$ cat src/rtl/horner_stream_sched_pkg.sv
// Shared types and defaults for the Horner stream sequencer: FSM state encoding,
// default geometry and a width helper for counters that must hold 0..max inclusive.
package horner_pkg;

  typedef enum logic [1:0] {
    ST_IDLE,
    ST_LOAD,
    ST_STREAM,
    ST_DRAIN
  } state_e;

  localparam int PIPE_LAT_DEF   = 46;
  localparam int MAT_BEATS_DEF  = 3;
  localparam int LANES          = 4;
  localparam int FIFO_DEPTH_DEF = 64;
  localparam int CNT_WIDTH_DEF  = 16;

  // Bits needed to represent every value from 0 up to and including max_val.
  function automatic int cnt_w(input int max_val);
    return $clog2(max_val + 1);
  endfunction

endpackage

$ cat src/rtl/horner_stream_sched_if.sv
// AXIS input handshake, datapath strobes and status of the Horner stream sequencer.
// The sequencer uses the slave view; the surrounding stream/datapath uses master.
interface horner_stream_sched_if #(
  parameter int CNT_WIDTH = 16
);

  logic                 s_tvalid;
  logic                 s_tlast;
  logic                 s_tready;
  logic                 load_matrix;
  logic [1:0]           mat_beat_idx;
  logic                 stream_en;
  logic                 dp_valid;
  logic                 dp_last;
  logic                 fifo_pop;
  logic                 pkt_done;
  logic                 hdr_err;
  logic                 err_clr;
  logic [CNT_WIDTH-1:0] beat_cnt;

  modport slave (
    input  s_tvalid, s_tlast, fifo_pop, err_clr,
    output s_tready, load_matrix, mat_beat_idx, stream_en,
           dp_valid, dp_last, pkt_done, hdr_err, beat_cnt
  );

  modport master (
    output s_tvalid, s_tlast, fifo_pop, err_clr,
    input  s_tready, load_matrix, mat_beat_idx, stream_en,
           dp_valid, dp_last, pkt_done, hdr_err, beat_cnt
  );

endinterface

$ cat src/rtl/horner_credit_cnt.sv
// Saturating up/down counter with zero flag: counts up to MAX, never below zero,
// and holds when increment and decrement arrive together.
module horner_credit_cnt #(
  parameter int MAX  = 64,
  parameter int INIT = 0,
  parameter int W    = 7
) (
  input  logic         clk,
  input  logic         rst_n,
  input  logic         i_inc,
  input  logic         i_dec,
  output logic [W-1:0] o_count,
  output logic         o_zero
);

  localparam logic [W-1:0] MAX_V  = W'(MAX);
  localparam logic [W-1:0] INIT_V = W'(INIT);

  logic [W-1:0] r_count;

  // NOTE: state uses non-blocking assignments so every flop samples pre-edge values.
  always_ff @(posedge clk or negedge rst_n) begin
    if (!rst_n) begin
      r_count <= INIT_V;
    end else begin
      case ({i_inc, i_dec})
        2'b10:   if (r_count != MAX_V) r_count <= r_count + W'(1);
        2'b01:   if (r_count != '0)    r_count <= r_count - W'(1);
        default: ;
      endcase
    end
  end

  assign o_count = r_count;
  assign o_zero  = (r_count == '0);

endmodule

$ cat src/rtl/horner_stream_sched.sv
// Control sequencer for the stream datapath: splits each packet into matrix header
// and vector beats, tracks the fixed-latency pipeline and gates input on FIFO credit.
module horner_stream_sched
  import horner_pkg::*;
#(
  parameter int PIPE_LAT   = PIPE_LAT_DEF,
  parameter int MAT_BEATS  = MAT_BEATS_DEF,
  parameter int FIFO_DEPTH = FIFO_DEPTH_DEF,
  parameter int CNT_WIDTH  = CNT_WIDTH_DEF
) (
  input  logic                  aclk,
  input  logic                  aresetn,
  horner_stream_sched_if.slave  bus
);

  localparam int CRED_W = cnt_w(FIFO_DEPTH);
  localparam int INFL_W = cnt_w(PIPE_LAT);

  state_e               r_state, w_next_state;
  logic [1:0]           r_hidx;
  logic                 r_hdr_err;
  logic [CNT_WIDTH-1:0] r_beat_cnt;
  logic [PIPE_LAT-1:0]  r_vld_sr, r_lst_sr;

  logic                 w_tready, w_load, w_stream_en, w_pkt_done;
  logic [1:0]           w_idx;
  logic                 w_last_hdr, w_hdr_err_set;
  logic [CRED_W-1:0]    w_credit;
  logic                 w_credit_zero;
  logic [INFL_W-1:0]    w_inflight;
  logic                 w_inflight_zero;
  logic                 w_unused_cnt;

  assign w_last_hdr    = (r_state == ST_IDLE) ? (MAT_BEATS == 1)
                                              : (r_hidx == 2'(MAT_BEATS - 1));
  assign w_hdr_err_set = w_load & bus.s_tlast;

  always_ff @(posedge aclk or negedge aresetn) begin
    if (!aresetn) r_state <= ST_IDLE;
    else          r_state <= w_next_state;
  end

  always_comb begin
    w_next_state = r_state;
    case (r_state)
      ST_IDLE, ST_LOAD: begin
        if (w_load) begin
          if (bus.s_tlast)     w_next_state = ST_IDLE;
          else if (w_last_hdr) w_next_state = ST_STREAM;
          else                 w_next_state = ST_LOAD;
        end
      end
      ST_STREAM: if (w_stream_en && bus.s_tlast) w_next_state = ST_DRAIN;
      ST_DRAIN:  if (w_pkt_done)                 w_next_state = ST_IDLE;
      default:   w_next_state = ST_IDLE;
    endcase
  end

  // Strobes are qualified by s_tvalid per state rather than by s_tready, which keeps
  // the ready/accept path free of a combinational loop.
  always_comb begin
    // NOTE: every output gets a default first so no path leaves one unassigned (no latch).
    w_tready    = 1'b0;
    w_load      = 1'b0;
    w_idx       = 2'd0;
    w_stream_en = 1'b0;
    w_pkt_done  = 1'b0;
    case (r_state)
      ST_IDLE: begin
        w_tready = 1'b1;
        w_load   = bus.s_tvalid;
      end
      ST_LOAD: begin
        w_tready = 1'b1;
        w_load   = bus.s_tvalid;
        w_idx    = r_hidx;
      end
      ST_STREAM: begin
        w_tready    = !w_credit_zero;
        w_stream_en = bus.s_tvalid & !w_credit_zero;
      end
      ST_DRAIN: w_pkt_done = r_vld_sr[PIPE_LAT-1] & r_lst_sr[PIPE_LAT-1];
      default: ;
    endcase
  end

  // NOTE: the tracking shift registers are plain flops and are reset, so a reset
  // mid-packet discards every in-flight result instead of replaying stale ones.
  always_ff @(posedge aclk or negedge aresetn) begin
    if (!aresetn) begin
      r_hidx     <= 2'd0;
      r_hdr_err  <= 1'b0;
      r_beat_cnt <= '0;
      r_vld_sr   <= '0;
      r_lst_sr   <= '0;
    end else begin
      if (w_load) r_hidx <= (w_hdr_err_set || w_last_hdr) ? 2'd0 : r_hidx + 2'd1;
      if (w_hdr_err_set)    r_hdr_err <= 1'b1;
      else if (bus.err_clr) r_hdr_err <= 1'b0;
      if (w_pkt_done)       r_beat_cnt <= '0;
      else if (w_stream_en) r_beat_cnt <= r_beat_cnt + CNT_WIDTH'(1);
      r_vld_sr <= {r_vld_sr[PIPE_LAT-2:0], w_stream_en};
      r_lst_sr <= {r_lst_sr[PIPE_LAT-2:0], w_stream_en & bus.s_tlast};
    end
  end

  // Credit = free output FIFO slots not yet claimed by beats inside the pipeline.
  horner_credit_cnt #(.MAX(FIFO_DEPTH), .INIT(FIFO_DEPTH), .W(CRED_W)) u_credit (
    .clk     (aclk),
    .rst_n   (aresetn),
    .i_inc   (bus.fifo_pop),
    .i_dec   (w_stream_en),
    .o_count (w_credit),
    .o_zero  (w_credit_zero)
  );

  horner_credit_cnt #(.MAX(PIPE_LAT), .INIT(0), .W(INFL_W)) u_inflight (
    .clk     (aclk),
    .rst_n   (aresetn),
    .i_inc   (w_stream_en),
    .i_dec   (r_vld_sr[PIPE_LAT-1]),
    .o_count (w_inflight),
    .o_zero  (w_inflight_zero)
  );

  // Counter values are kept for debug visibility only.
  assign w_unused_cnt = ^{w_credit, w_inflight, w_inflight_zero};

  assign bus.s_tready     = w_tready;
  assign bus.load_matrix  = w_load;
  assign bus.mat_beat_idx = w_idx;
  assign bus.stream_en    = w_stream_en;
  assign bus.dp_valid     = r_vld_sr[PIPE_LAT-1];
  assign bus.dp_last      = r_lst_sr[PIPE_LAT-1];
  assign bus.pkt_done     = w_pkt_done;
  assign bus.hdr_err      = r_hdr_err;
  assign bus.beat_cnt     = r_beat_cnt;

endmodule

$ cat src/flat_wrapper.sv
// flat-port wrapper written by rule: the top's interface ports become plain ports
module horner_stream_sched_flat import horner_pkg::*;
#(
  parameter int PIPE_LAT   = PIPE_LAT_DEF,
  parameter int MAT_BEATS  = MAT_BEATS_DEF,
  parameter int FIFO_DEPTH = FIFO_DEPTH_DEF,
  parameter int CNT_WIDTH  = CNT_WIDTH_DEF
)
  (aclk, aresetn, bus_s_tvalid, bus_s_tlast, bus_fifo_pop, bus_err_clr, bus_s_tready, bus_load_matrix, bus_mat_beat_idx, bus_stream_en, bus_dp_valid, bus_dp_last, bus_pkt_done, bus_hdr_err, bus_beat_cnt);
  horner_stream_sched_if #(.CNT_WIDTH(CNT_WIDTH)) bus_i ();
  input  logic aclk;
  input  logic aresetn;
  input wire logic [$bits(bus_i.s_tvalid)-1:0] bus_s_tvalid;
  input wire logic [$bits(bus_i.s_tlast)-1:0] bus_s_tlast;
  input wire logic [$bits(bus_i.fifo_pop)-1:0] bus_fifo_pop;
  input wire logic [$bits(bus_i.err_clr)-1:0] bus_err_clr;
  output wire logic [$bits(bus_i.s_tready)-1:0] bus_s_tready;
  output wire logic [$bits(bus_i.load_matrix)-1:0] bus_load_matrix;
  output wire logic [$bits(bus_i.mat_beat_idx)-1:0] bus_mat_beat_idx;
  output wire logic [$bits(bus_i.stream_en)-1:0] bus_stream_en;
  output wire logic [$bits(bus_i.dp_valid)-1:0] bus_dp_valid;
  output wire logic [$bits(bus_i.dp_last)-1:0] bus_dp_last;
  output wire logic [$bits(bus_i.pkt_done)-1:0] bus_pkt_done;
  output wire logic [$bits(bus_i.hdr_err)-1:0] bus_hdr_err;
  output wire logic [$bits(bus_i.beat_cnt)-1:0] bus_beat_cnt;
  assign bus_i.s_tvalid = bus_s_tvalid;
  assign bus_i.s_tlast = bus_s_tlast;
  assign bus_i.fifo_pop = bus_fifo_pop;
  assign bus_i.err_clr = bus_err_clr;
  assign bus_s_tready = bus_i.s_tready;
  assign bus_load_matrix = bus_i.load_matrix;
  assign bus_mat_beat_idx = bus_i.mat_beat_idx;
  assign bus_stream_en = bus_i.stream_en;
  assign bus_dp_valid = bus_i.dp_valid;
  assign bus_dp_last = bus_i.dp_last;
  assign bus_pkt_done = bus_i.pkt_done;
  assign bus_hdr_err = bus_i.hdr_err;
  assign bus_beat_cnt = bus_i.beat_cnt;
  horner_stream_sched #(.PIPE_LAT(PIPE_LAT), .MAT_BEATS(MAT_BEATS), .FIFO_DEPTH(FIFO_DEPTH), .CNT_WIDTH(CNT_WIDTH)) u_core (.aclk(aclk), .aresetn(aresetn), .bus(bus_i));
endmodule
$ cat config.mk
export PLATFORM = sky130hd
export DESIGN_NAME = horner_stream_sched_flat
export DESIGN_NICKNAME = d
export VERILOG_FILES = /design/src/rtl/horner_stream_sched_pkg.sv /design/src/rtl/horner_stream_sched_if.sv /design/src/rtl/horner_credit_cnt.sv /design/src/rtl/horner_stream_sched.sv /design/src/flat_wrapper.sv
export SDC_FILE = /design/constraint.sdc
export NUM_CORES = 1
export LEC_CHECK = 0
export ABC_AREA = 1
export CORE_MARGIN = 3
export CORE_UTILIZATION = 40
export DETAILED_ROUTE_END_ITERATION = 10
export SLEW_MARGIN = 20
export SYNTH_ARGS = -nofsm -noshare
export SYNTH_HDL_FRONTEND = slang
export SYNTH_SLANG_ARGS = --single-unit
$ cat constraint.sdc
create_clock -name aclk -period 1.9 [get_ports aclk]
set_clock_uncertainty 0.2 [all_clocks]
set_input_delay 0.475 -clock aclk [delete_from_list [all_inputs] [get_ports aclk]]
set_output_delay 0.475 -clock aclk [all_outputs]
set_load 0.005 [all_outputs]
**Yosys cells after proc, flatten, opt, wreduce, memory -nomap -nowiden**

Index checks and enable logic that the tools add are counted.

- Bitwise operators: 4
- Reduce and logical (&&, ||, !) cells: 12
- Equal/unequal tests: 12
- Add/sub/neg operators: 4
- Mux-type cells: 20

Operator list:

| kind | number |
|---|---|
| 16-bit 2-to-1 mux | 2 |
| 16-bit by 1-bit adder with 16-bit output, second input constant | 1 |
| 2-bit 2-to-1 mux | 7 |
| 7-bit 2-to-1 mux | 2 |
| 7-bit one-hot mux with 2 select lines | 1 |
| 2-bit == test, second input constant | 4 |
| 7-bit by 1-bit adder with 7-bit output, second input constant | 1 |
| 7-bit zero test | 1 |
| 7-bit inequality test, second input constant | 1 |
| 7-bit nonzero test | 1 |
| 7-bit by 1-bit subtractor with 7-bit output, second input constant | 1 |
| 1-bit 2-to-1 mux | 6 |
| 2-bit inequality test, second input constant | 3 |
| 2-bit one-hot mux with 3 select lines | 1 |
| 3-bit AND reduction | 2 |
| 2-bit nonzero test | 3 |
| 1-bit bitwise AND | 4 |
| 2-bit by 1-bit == test with 1-bit output, second input constant | 2 |
| 2-bit by 1-bit inequality test with 1-bit output, second input constant | 2 |
| 2-bit by 1-bit adder with 2-bit output, second input constant | 1 |
| 2-bit zero test | 1 |
| 1-bit one-hot mux with 2 select lines | 1 |
| 2-bit OR reduction | 1 |
| 1-bit logical AND | 1 |
| 2 further kinds | 2 |

- Logic and storage cells: 59
- Register bits after elaboration: 120

**Depth between registers and ports, before layout**

Gate-level depths: netlist of run 1.

- Depth in word-level cells: 7
- Gate-level depth with buffers: 19
- Gate-level depth less buffers: 19

**By module**

From an unflattened synthesis of run 1, not the netlist that was laid out.

- Cells, all modules: 363
- Area, all modules: 4241.6 µm²

By module, submodules not included:

| module | cells each | area an instance (µm²) | instances | seq. area each (µm²) |
|---|---|---|---|---|
| horner_stream_sched | 265 | 3578.4 | 1 | 2827.7 |
| horner_credit_cnt | 98 | 663.1 | 1 | 176.4 |

**Worst setup path after synthesis of run 1**

Ideal clock, no wire load.

- Path type: flip-flop to flip-flop
- Start point: reg u_core.u_credit.r_count[4] (netlist: u_core.u_credit.o_count[4])
- End point: reg u_core.u_credit.r_count[6] (netlist: u_core.u_credit.o_count[6])
- Stages on the path, launching flop included: 20
- Path buffers: 0
- Period minus slack after synthesis: 2.012 ns
- Required time: 1.624 ns
- Library setup time: 0.076 ns
- Setup slack: -0.112 ns
- Arrival: 1.737 ns
- Path through: dfrtp_1 -> inv_1 -> nand2_1 -> nor2_2 -> nand2_4 -> nand3_4 -> nand2_1 -> nand2_1 -> inv_1 -> ha_1 -> inv_1 -> nand2_1 -> inv_1 -> nor2_4 -> nand3_1 -> nand2_1 -> nand2_1 -> nand2_1 -> nand2_1 -> nand2_1

- Word-level cells in the longest chain between the ends: 7

Ends and longest elaborated chain:

| item | RTL line | RTL |
|---|---|---|
| start, declared | horner_credit_cnt.sv:19 | `logic [W-1:0] r_count;` |
| start signal, assigned | horner_credit_cnt.sv:27 | `2'b10: if (r_count != MAX_V) r_count <= r_count + W'(1);` |
| start signal, assigned | horner_credit_cnt.sv:28 | `2'b01: if (r_count != '0) r_count <= r_count - W'(1);` |
| 7-bit zero test | horner_credit_cnt.sv:35 | `assign o_zero = (r_count == '0);` |
| 1-bit zero test | horner_stream_sched.sv:80 | `w_stream_en = bus.s_tvalid & !w_credit_zero;` |
| 1-bit bitwise AND | horner_stream_sched.sv:80 |  |
| 1-bit 2-to-1 mux | horner_stream_sched.sv:68 | `case (r_state)` |
| 2-bit by 1-bit == test with 1-bit output / 2-bit == test (equally long branches) | horner_credit_cnt.sv:26 | `case ({i_inc, i_dec})` |
| 2-bit inequality test (no source line) / 2-bit nonzero test (equally long branches) | n/a |  |
| 3-bit AND reduction (no source line) | n/a |  |

Several ways; a longest one is shown, not always the timed one. The select of a mux whose other input is x is not followed.
A chain may end at the register's enable or synchronous reset.

**Worst setup path in the final report of run 1**

- Start point: reg u_core.r_state[1]
- End point: out bus_pkt_done

- Word-level cells in the longest chain between the ends: 2

Ends and longest elaborated chain:

| item | RTL line | RTL |
|---|---|---|
| start, declared | horner_stream_sched.sv:19 | `state_e r_state, w_next_state;` |
| start signal, assigned | horner_stream_sched.sv:40 | `else r_state <= w_next_state;` |
| 2-bit == test | horner_stream_sched.sv:68 |  |
| 1-bit 2-to-1 mux | horner_stream_sched.sv:68 |  |
| end, declared | flat_wrapper.sv:23 | `output wire logic [$bits(bus_i.pkt_done)-1:0] bus_pkt_done;` |

No other way between the ends.

==> results of run 1 <==
[metrics by stage]
step	hold slack (ns)	worst slack [ns]
4_1_cts	0.144	-0.310
3_3_place_gp	0.133	-0.618
6_report	0.144	-0.353
3_5_place_dp	0.135	-0.601
2_1_floorplan	-0.0206	-0.0907
5_1_grt	0.148	-0.428
[metal layers]
metal | part of all wire, % | vias to the layer above | GRT usage [%]
met2 | 50 | 57 | 23.6
met3 | 3.3 | 7 | 5.06
met4 | 0.86 | 0 | 5.75
met5 | 0 | - | 0
met1 | 46 | 1354 | 20.4
li1 | - | 1282 | -
[kinds of logic (layout without fill, tap and decap cells)]
| logic type | Yosys count | count (layout) | synth area share [%] |
|---|---|---|---|
| AOI/OAI and AO/OA | 40 | 40 | 5.77 |
| xor gates and xnor gates | 1 | 1 | 0.216 |
| adders and majority gates | 3 | 3 | 0.926 |
| and+or+nand+nor | 110 | 110 | 14.4 |
| buffers and inverters | 46 | 185 | 4.60 |
| DFF | 120 | 120 | 74.1 |
[state kept, by name (all words and copies together) (netlist names)]
signal / cells
u_core.bus.beat_cnt: 16
u_core.r_lst_sr: 46
u_core.bus.hdr_err: 1
u_core.r_state: 2
u_core.r_vld_sr: 46
u_core.u_credit.o_count: 7
u_core.r_hidx: 2
[worst max-delay path: stages (launching register included)]
cell and delay (ns):
dfrtp_2 0.41, buf_6 0.11, inv_4 0.03, nor3_4 0.21, nand2_2 0.12, inv_2 0.09, buf_6 0.09
[timing repair]
action                                 CTS  global route
pin swaps                               13            21
endpoints found under the hold margin  120             0
hold buffers                             1             0
gates resized for setup                 81            54
setup buffers                           22            11
setup endpoints to repair               43            28
[power by group through the flow]
| stage | registers, mW | logic (mW) | clock network, mW |
|---|---|---|---|
| 3_5_place_dp | 3.07 | 1.42 | 0 |
| 4_1_cts | 3.03 | 1.74 | 3.04 |
| 6_report | 3.03 | 1.89 | 2.98 |
| 3_3_place_gp | 3.07 | 1.39 | 0 |
| 5_1_grt | 3.06 | 2.07 | 3.19 |
| 2_1_floorplan | 3.05 | 0.695 | 0 |
[layout by cell type (no fill, tap or decap), drive strengths merged]
| cell | count |
|---|---|
| clkinvlp | 1 |
| nand2 | 58 |
| nor2 | 22 |
| o21ai | 17 |
| a2bb2oi | 1 |
| inv | 48 |
| clkinv | 7 |
| ha | 3 |
| nand4 | 6 |
| o22ai | 1 |
| or2 | 1 |
| a211oi | 2 |
| dfrtp | 119 |
| o41ai | 2 |
| nand3 | 14 |
| o21a | 1 |
| nor3 | 9 |
| o31ai | 1 |
| a21oi | 15 |
| xor2 | 1 |
| dlygate4sd2 | 18 |
| dlygate4sd3 | 1 |
| buf | 84 |
| clkdlybuf4s15 | 1 |
| dfstp | 1 |
| bufinv | 1 |
| clkdlybuf4s50 | 4 |
| clkbuf | 20 |
[layout make-up]
type / instances / area [um2]
tap: 133 / 166
sequential: 120 / 3010
clock buffer: 19 / 442
timing repair buffer: 109 / 921
inverter: 44 / 168
multi-input combinational: 154 / 1100
fill: 798 / 3900
clock inverter: 13 / 119
[worst paths after layout]
check	end	slack [ns]	depth (start not counted)	start
max	bus_pkt_done	-0.35	6	u_core.r_state[1]
min	u_core.r_lst_sr[41]	0.14	0	u_core.r_lst_sr[40]
max reg2reg	u_core.u_credit.o_count[6]	-0.27	19	u_core.u_credit.o_count[2]
min reg2reg	u_core.r_lst_sr[41]	0.14	0	u_core.r_lst_sr[40]
max in group asynchronous	u_core.r_state[1]	0.82	3	aresetn
min in group asynchronous	u_core.r_vld_sr[24]	0.29	3	aresetn
==> summary.txt, run 1 <==
Global routing
  – Total track usage: 15.4%
  – Initial antenna violation count: 0
  – First-pass GRT wire length: 13.5 mm
  – Vias in the first global route: 2,788
  – Largest net degree at the start of global routing: 80
  – Total gr overflow: 0

Placement
  – Routability cong.: 0.820
  – Post-DP Area: 4890 um2
  – DP Cell Count: 529
  – Detail Placement HPWL: 4.44 mm
  – Buffers on Ports: 30

Pwr
  – Leak: 3.17 nW
  – Reg power frac: 38.4%
  – Total Power: 7.89 mW
  – Clock Power Share: 37.7%
  – Pint: 5.61 mW
  – Sw power: 2.29 mW
  – Sw Ratio: 29.0%
  – Maximum VDD drop: 0.708 mV
  – Part of the power in combinational logic: 23.9%
  – Pwr dens: 1330 nW/um2

Route
  – Vias per inst: 4.56
  – 1st-iter DRT viols: 151
  – Drt wl/cell: 13.9 um
  – Final wirelength: 8.22 mm
  – ANT nets after route: 0
  – # DRC: 0
  – Via count: 2,700
  – DRT Pass-1 Iters: 5

Timing
  – Slew @ Worst Pin: 0.389 ns
  – Fin crit share: 119%
  – Final Hold Vio Count: 0
  – Setup repair after global routing missed its margin: yes
  – Final setup margin: -0.353 ns
  – Setup_tns: -3.34 ns
  – Fin crit period: 2.25 ns
  – Max_slew headroom: 74.1%
  – Fin. max-slew vios: 0
  – Achievable frequency: 444 MHz
  – Final setup viols: 21

Yosys
  – Syn. warnings: 0
  – Mapped Nets: 329
  – Largest cells by area after synthesis: dfrtp_1 (73%), nand2_1 (4.5%), inv_1 (3.9%)
  – Post-synth ARST share: 100%
  – Most area-hungry cell type in the Yosys netlist: dfrtp_1
  – Top_reg_cell synth: dfrtp_1
  – Top cell type's share of synthesized area: 73.5%
  – Gate Count Post-Synth: 320
  – Syn Area/Cell: 12.7 um2
  – Top-count cell post-synth: dfrtp_1
  – Netlist cell types: 33
  – Yosys reg bits: 120
  – Netlist Area Pre-Place: 4050 um2
  – EDFF count, synth: 0
  – Register area share after synthesis: 74.1%
  – Synth top cells by count: dfrtp_1 (119), nand2_1 (49), inv_1 (42)

CTS
  – CTS tree: yes
  – CTS H-tree lvls: 4
  – Clock Root Buffer: clkbuf_8
  – Num Clock Sinks: 120
  – Num CTS Buffers: 17
  – Clock-pin slew on the worst setup and hold paths: 0.06 ns
  – Longest Clk Path Bufs: 2
  – Clk_lat worst skew: 0.51 ns

Floorplanning
  – Die Ht: 107 um
  – Initial core utilization: 41.3%
  – DIE AREA: 11,400 um2
  – Core box area: 9820 um2
  – Die X: 107 um
  – Row cnt: 36
  – # IOs: 31

Worst setup path
  – CP startpoint kind: flip-flop
  – CP Class: flip-flop to primary output
  – Crit path max fanout: 4
  – CP Capture Type: primary output
  – CP arrival: 1.58 ns
  – Req. time, crit path: 1.22 ns

Job
  – Max-cap check violation count: 0

Finish
  – Non-Filler Instances: 592
  – Fraction of layout cells with a size suffix above 1: 42.9%
  – Area growth syn-to-layout: 46.1%
  – Final nets: 455
  – Diode count: 0
  – Core Util, Final: 60.3%
  – Final Cell Area: 5920 um2

Run status
  – Failing checks: negative setup slack
  – Status: finished with violations

Min path
  – Type of the worst min-delay path: flip-flop to flip-flop
No activity file was read; power rests on OpenSTA's default activity.
==> run 2: changes to the inputs <==
- HOLD_SLACK_MARGIN: not set -> 0.06
==> results of run 2 <==
Final layout, timing and power as in run 1 (identical DEF).
